**config.mk**
```make
export PLATFORM = sky130hd
export DESIGN_NAME = disp_scan
export DESIGN_NICKNAME = d
export VERILOG_FILES = /design/src/rtl/disp_scan.sv
export SDC_FILE = /design/constraint.sdc
export NUM_CORES = 1
export LEC_CHECK = 0
export CELL_PAD_IN_SITES_DETAIL_PLACEMENT = 1
export CELL_PAD_IN_SITES_GLOBAL_PLACEMENT = 2
export CORE_MARGIN = 1
export CORE_UTILIZATION = 43
export CTS_CLUSTER_DIAMETER = 100
export DETAILED_ROUTE_END_ITERATION = 6
export GPL_TIMING_DRIVEN = 0
export PLACE_DENSITY = 0.95
export SYNTH_ARGS = -nofsm -noshare
export SYNTH_HDL_FRONTEND = slang
export SYNTH_SLANG_ARGS = --single-unit
```
**constraint.sdc**
```tcl
create_clock -name clk -period 6.7 [get_ports clk]
set_input_delay 2.01 -clock clk [delete_from_list [all_inputs] [get_ports clk]]
set_output_delay 2.01 -clock clk [all_outputs]
set_load 0.005 [all_outputs]
```
**src/rtl/disp_scan.sv**
```systemverilog
// disp_scan: double-buffered, time-multiplexed seven-segment scan driver.
// Optional feature: define DISP_LZ_BLANK_EN to enable leading-zero blanking.
module disp_scan #(
  parameter int DIGITS   = 8,
  parameter int PRESCALE = 50000
) (
  input  logic                clk,
  input  logic                rst,
  input  logic                load,
  input  logic [4*DIGITS-1:0] num,
  input  logic [2:0]          dp,
  input  logic                blank,
  output logic                ready,
  output logic                frame_done,
  output logic [DIGITS-1:0]   an,
  output logic [6:0]          seg,
  output logic                seg_dp
);

  localparam int PW = $clog2(PRESCALE);
  localparam int IW = $clog2(DIGITS);
  localparam logic [PW-1:0] PC_LAST  = PW'(PRESCALE - 1);
  localparam logic [IW-1:0] IDX_LAST = IW'(DIGITS - 1);

  typedef enum logic {BUF_EMPTY, BUF_FULL} buf_state_e;

  // Active-high {g,f,e,d,c,b,a}; A..E are the calculator's status glyphs.
  function automatic logic [6:0] decode(input logic [3:0] nib);
    case (nib)
      4'h0:    decode = 7'h3F;
      4'h1:    decode = 7'h06;
      4'h2:    decode = 7'h5B;
      4'h3:    decode = 7'h4F;
      4'h4:    decode = 7'h66;
      4'h5:    decode = 7'h6D;
      4'h6:    decode = 7'h7D;
      4'h7:    decode = 7'h07;
      4'h8:    decode = 7'h7F;
      4'h9:    decode = 7'h6F;
      4'hA:    decode = 7'h40;
      4'hB:    decode = 7'h79;
      4'hC:    decode = 7'h50;
      4'hD:    decode = 7'h5C;
      4'hE:    decode = 7'h73;
      default: decode = 7'h00;
    endcase
  endfunction

  logic [PW-1:0]       pc_q, pc_d;
  logic [IW-1:0]       idx_q, idx_d;
  buf_state_e          pend_state_q, pend_state_d;
  logic [4*DIGITS-1:0] pend_num_q, pend_num_d, act_num_q, act_num_d;
  logic [2:0]          pend_dp_q, pend_dp_d, act_dp_q, act_dp_d;
  logic [DIGITS-1:0]   lit_an_q, lit_an_d, an_q, an_d;
  logic [6:0]          seg_q, seg_d;
  logic                seg_dp_q, seg_dp_d, frame_done_q, frame_done_d;

  logic                tick, boundary;
  logic [3:0]          nibs [DIGITS];
  logic [DIGITS-1:0]   lz_mask;

  always_comb begin
    tick     = (pc_q == PC_LAST);
    boundary = tick && (idx_q == IDX_LAST);
    pc_d     = tick ? '0 : pc_q + PW'(1);
    idx_d    = idx_q;
    if (tick) idx_d = (idx_q == IDX_LAST) ? '0 : idx_q + IW'(1);
  end

  // NOTE: every signal gets a default before any branch so no path leaves it
  // unassigned; otherwise synthesis infers a latch to hold the old value.
  always_comb begin
    pend_state_d = pend_state_q;
    pend_num_d   = pend_num_q;
    pend_dp_d    = pend_dp_q;
    act_num_d    = act_num_q;
    act_dp_d     = act_dp_q;
    unique case (pend_state_q)
      BUF_EMPTY: if (load) begin
        pend_num_d   = num;
        pend_dp_d    = dp;
        pend_state_d = BUF_FULL;
      end
      BUF_FULL: if (boundary) begin
        act_num_d    = pend_num_q;
        act_dp_d     = pend_dp_q;
        pend_state_d = BUF_EMPTY;
      end
    endcase
  end

  always_comb begin
    for (int i = 0; i < DIGITS; i++) nibs[i] = act_num_q[4*i +: 4];
  end

  always_comb begin
    lz_mask = '0;
`ifdef DISP_LZ_BLANK_EN
    begin : g_lz
      logic zeros_above;
      zeros_above = 1'b1;
      // Walk down from the MSD; stop blanking at the first non-zero nibble.
      for (int i = DIGITS - 1; i > 0; i--) begin
        zeros_above = zeros_above && (nibs[i] == 4'h0);
        lz_mask[i]  = zeros_above && (i > int'(act_dp_q));
      end
    end
`endif
  end

  always_comb begin
    lit_an_d = lit_an_q;
    seg_d    = seg_q;
    seg_dp_d = seg_dp_q;
    if (tick) begin
      lit_an_d = ~(DIGITS'(1) << idx_q);
      seg_d    = lz_mask[idx_q] ? 7'h7F : ~decode(nibs[idx_q]);
      seg_dp_d = (3'(idx_q) != act_dp_q);
    end
    an_d         = blank ? '1 : lit_an_d;
    frame_done_d = boundary;
  end

  // NOTE: the frame buffers are a handful of flops, not a RAM, so they take
  // the reset like everything else and a reset discards any pending frame.
  // NOTE: non-blocking assignments here so every flop samples pre-edge values.
  always_ff @(posedge clk or negedge rst) begin
    if (!rst) begin
      pc_q         <= '0;
      idx_q        <= '0;
      pend_state_q <= BUF_EMPTY;
      pend_num_q   <= '0;
      pend_dp_q    <= '0;
      act_num_q    <= '0;
      act_dp_q     <= '0;
      lit_an_q     <= '1;
      an_q         <= '1;
      seg_q        <= 7'h7F;
      seg_dp_q     <= 1'b1;
      frame_done_q <= 1'b0;
    end else begin
      pc_q         <= pc_d;
      idx_q        <= idx_d;
      pend_state_q <= pend_state_d;
      pend_num_q   <= pend_num_d;
      pend_dp_q    <= pend_dp_d;
      act_num_q    <= act_num_d;
      act_dp_q     <= act_dp_d;
      lit_an_q     <= lit_an_d;
      an_q         <= an_d;
      seg_q        <= seg_d;
      seg_dp_q     <= seg_dp_d;
      frame_done_q <= frame_done_d;
    end
  end

  assign ready      = (pend_state_q == BUF_EMPTY);
  assign frame_done = frame_done_q;
  assign an         = an_q;
  assign seg        = seg_q;
  assign seg_dp     = seg_dp_q;

endmodule

```
==> impl_metrics.csv <==
group,metric,value,unit
yosys,syn_avg_cell_area,14.1,sq um
layout,finalNonFillerCells,600,
routing,first_iter_violations,88,
routing,wire_per_inst,19.8,microns
global_routing,antenna_found_initial,0,
worst_setup_path,critPathLaunchType,"input port",
timing,finalSetupViolCount,0,
yosys,synth_nets,421,
clock_network,clk_latency,430,ps
layout,syn_to_final_growth,25.7,%
placed_design,hpwl,7.81,mm
worst_setup_path,cp.arrival,4110,ps
timing,fin_setup_tns,0,ps
yosys,synth-edff-count,0,
worst_setup_path,path_buf_inv,3,
yosys,syn-cell-area,5190,sq um
global_routing,grt_pass1_wl,19.8,mm
timing,whs,484,ps
routing,drc,4,
timing,drv_slew,0,
clock_network,clockRootBuffer,"clkbuf_16",
yosys,ys_types,47,
clock_network,cts_tree,"yes",
worst_setup_path,cp_top_family,"buffers and inverters",
global_routing,grt_max_degree,67,
timing,rsz0062_at_grt,"no",
yosys,synth_largest_area_cell,"dfrtp_1",
worst_setup_path,worst-path-max-fanout,10,
floorplanning,dieHeight,112,microns
clock_network,cts_made_buffers,17,
run_status,status,"finished, violations left",
power,ir_drop,0.000208,V
worst_setup_path,max_stage_delay,620,ps
worst_setup_path,worstSetupEndpointType,"register",
worst_setup_path,cp.required,7010,ps
timing,max_freq,263,MHz
timing,finalCritPeriodShare,56.7,%
clock_network,cts_setup_buffers,0,
floorplanning,fp.dieW,112,microns
global_routing,globalRouteOverflowTotal,0,
run_status,violations,"DRC",
timing,relSlewSlack,50.5,%
global_routing,grtUsageTotal,21.7,%
routing,dr.pass1.iters,6,
placed_design,gp_congestion,0.762,
layout,diodes,0,
layout,drive_gt1_share,33.0,%
layout,stdcell_area,6520,sq um
timing,hold_violations,0,
placed_design,place_ws,2430,ps
timing,tightest_slew,742,ps
timing,clock_skew,11.7,ps
yosys,synth_seq_cells,115,
placed_design,dp_cells,568,
routing,antenna_left,0,
clock_network,post_cts_resized,0,
global_routing,grt_pass1_vias,3587,
layout,utilization,56.4,%
yosys,yosys_warnings,0,
layout,num-nets-final,497,
worst_setup_path,worstSetupPathType,"input port to register",
yosys,ys_seq_area_share,56.1,%
min_path,holdCritPathClass,"register to register",
timing,finalWorstSetupSlack,2900,ps
clock_network,clk_pin_slew,60,ps
power,leakagePower,3.04,nW
power,powerDensity,261,nW/um^2
yosys,syn_inst,368,
floorplanning,dieArea,12500,sq um
routing,wirelength,11.9,mm
clock_network,holdBufCountCts,0,
job,cap_violations,0,
floorplanning,core,11600,sq um
power,power,1.70,mW
worst_setup_path,crit_path_top_delay_cell,"clkbuf_1",
clock_network,clk_path_buf_depth,2,
routing,vias_per_cell,5.25,
yosys,ys.flop_type,"dfrtp_1",
worst_setup_path,cpMostUsedCell,"clkbuf_1",
floorplanning,num_rows,39,
timing,finalCriticalPeriod,3800,ps
clock_network,cts-htree-levels,4,
routing,via_count,3148,
placed_design,place_area,5950,sq um
yosys,synthArstFlopShare,100,%
placed_design,port_buffers,56,
yosys,synth_top_area_share,43.9,%
floorplanning,pin_count,57,
worst_setup_path,cp_cell_sequence,"clkdlybuf4s50_1 > nor2b_1 > clkbuf_1 > clkbuf_1 > mux2_2",
clock_network,clock_sinks,115,
yosys,synthTopCellsByArea,"dfrtp_1, dfstp_2, mux2_2",
floorplanning,start_util,44.8,%
layout make-up:
class,count,area [sq um]
Multi-Input combinational cell,225,2130
Buffer,18,115
Fill cell,1112,5040
Clock inverter,13,136
Inverter,10,37.5
Sequential cell,115,2910
Timing Repair Buffer,57,586
Clock buffer,19,433
Tap cell,143,179
cells in the mapped netlist, types with 4 or more instances:
library cell and number:
nand4_1 5, xor2_1 10, nor2_1 29, clkbuf_1 9, buf_6 5, mux4_2 6
nor2b_1 4, dfstp_2 24, xnor2_1 6, nand3_1 4, o21ai_0 13, mux2_2 43
and3_1 7, dfrtp_1 91, mux2_4 29, nand2_1 10, mux2i_1 6, inv_1 9
nor3_1 5, ha_1 14
path summary, 6_finish.rpt:
kind / from / endpoint / slack, ps / cells after the start
max reg2reg: idx_q[2]$_DFFE_PN0N_ / seg[5]$_DFFE_PN1N_ / 3470 / 9
min: pc_q[13]$_DFF_PN0_ / pc_q[13]$_DFF_PN0_ / 480 / 1
min in group asynchronous: rst / pc_q[4]$_DFF_PN0_ / 1600 / 1
min reg2reg: pc_q[13]$_DFF_PN0_ / pc_q[13]$_DFF_PN0_ / 480 / 1
max in group asynchronous: rst / seg[2]$_DFFE_PN1N_ / 4350 / 2
max: load / pend_dp_q[2]$_DFFE_PN0P_ / 2900 / 5
worst register-to-register path, cell delays in order (launching register included):
cell and delay [ps]:
dfrtp_1 350, clkbuf_1 420, buf_2 340, mux4_2 370, mux2i_1 490, inv_1 190
ha_1 230, nor2b_1 150, a2111oi_0 500, nor3_1 90
logic make-up (layout without fill, tap and decap cells):
| family | Yosys count | count (layout) | synth area share [%] |
|---|---|---|---|
| buffers and inverters | 28 | 117 | 2.94 |
| muxes | 89 | 89 | 23.6 |
| AOI/OAI and AO/OA | 26 | 26 | 3.09 |
| DFF | 115 | 115 | 56.1 |
| xor gates and xnor gates | 16 | 16 | 2.70 |
| and+or+nand+nor | 80 | 80 | 8.23 |
| adders and majority gates | 14 | 14 | 3.38 |
flip-flops by register name, indices dropped and copies added, names as in the netlist:
| name | cells |
|---|---|
| lit_an_q | 8 |
| seg_dp | 1 |
| pend_dp_q | 3 |
| pc_q | 16 |
| seg | 7 |
| frame_done | 1 |
| pend_state_q | 1 |
| pend_num_q | 32 |
| act_dp_q | 3 |
| act_num_q | 32 |
| an | 8 |
| idx_q | 3 |
cell usage in the layout, fill, tap and decap left out, types with 5 or more instances in the layout:
master	count
and3_1	7
buf_6	5
clkbuf_1	11
clkbuf_16	17
clkdlybuf4s50_1	55
dfrtp_1	91
dfstp_2	24
ha_1	14
inv_1	9
mux2_2	43
mux2_4	29
mux2i_1	6
mux4_2	6
nand2_1	10
nand4_1	5
nor2_1	29
nor3_1	5
o21ai_0	13
xnor2_1	6
xor2_1	10
power breakdown:
part	internal, mW	switching (mW)
combinational	0.0459	0.0271
clock	0.544	0.334
sequential	0.728	0.0193
total	1.32	0.381
layer usage:
layer	GRT usage, %	wire (microns)	share of wire (%)
met4	10.8	315	2.7
met1	24.4	4940	42
met3	6.48	425	3.6
met5	0	0	0
met2	37.4	6180	52
(Power assumes the default switching activity.)
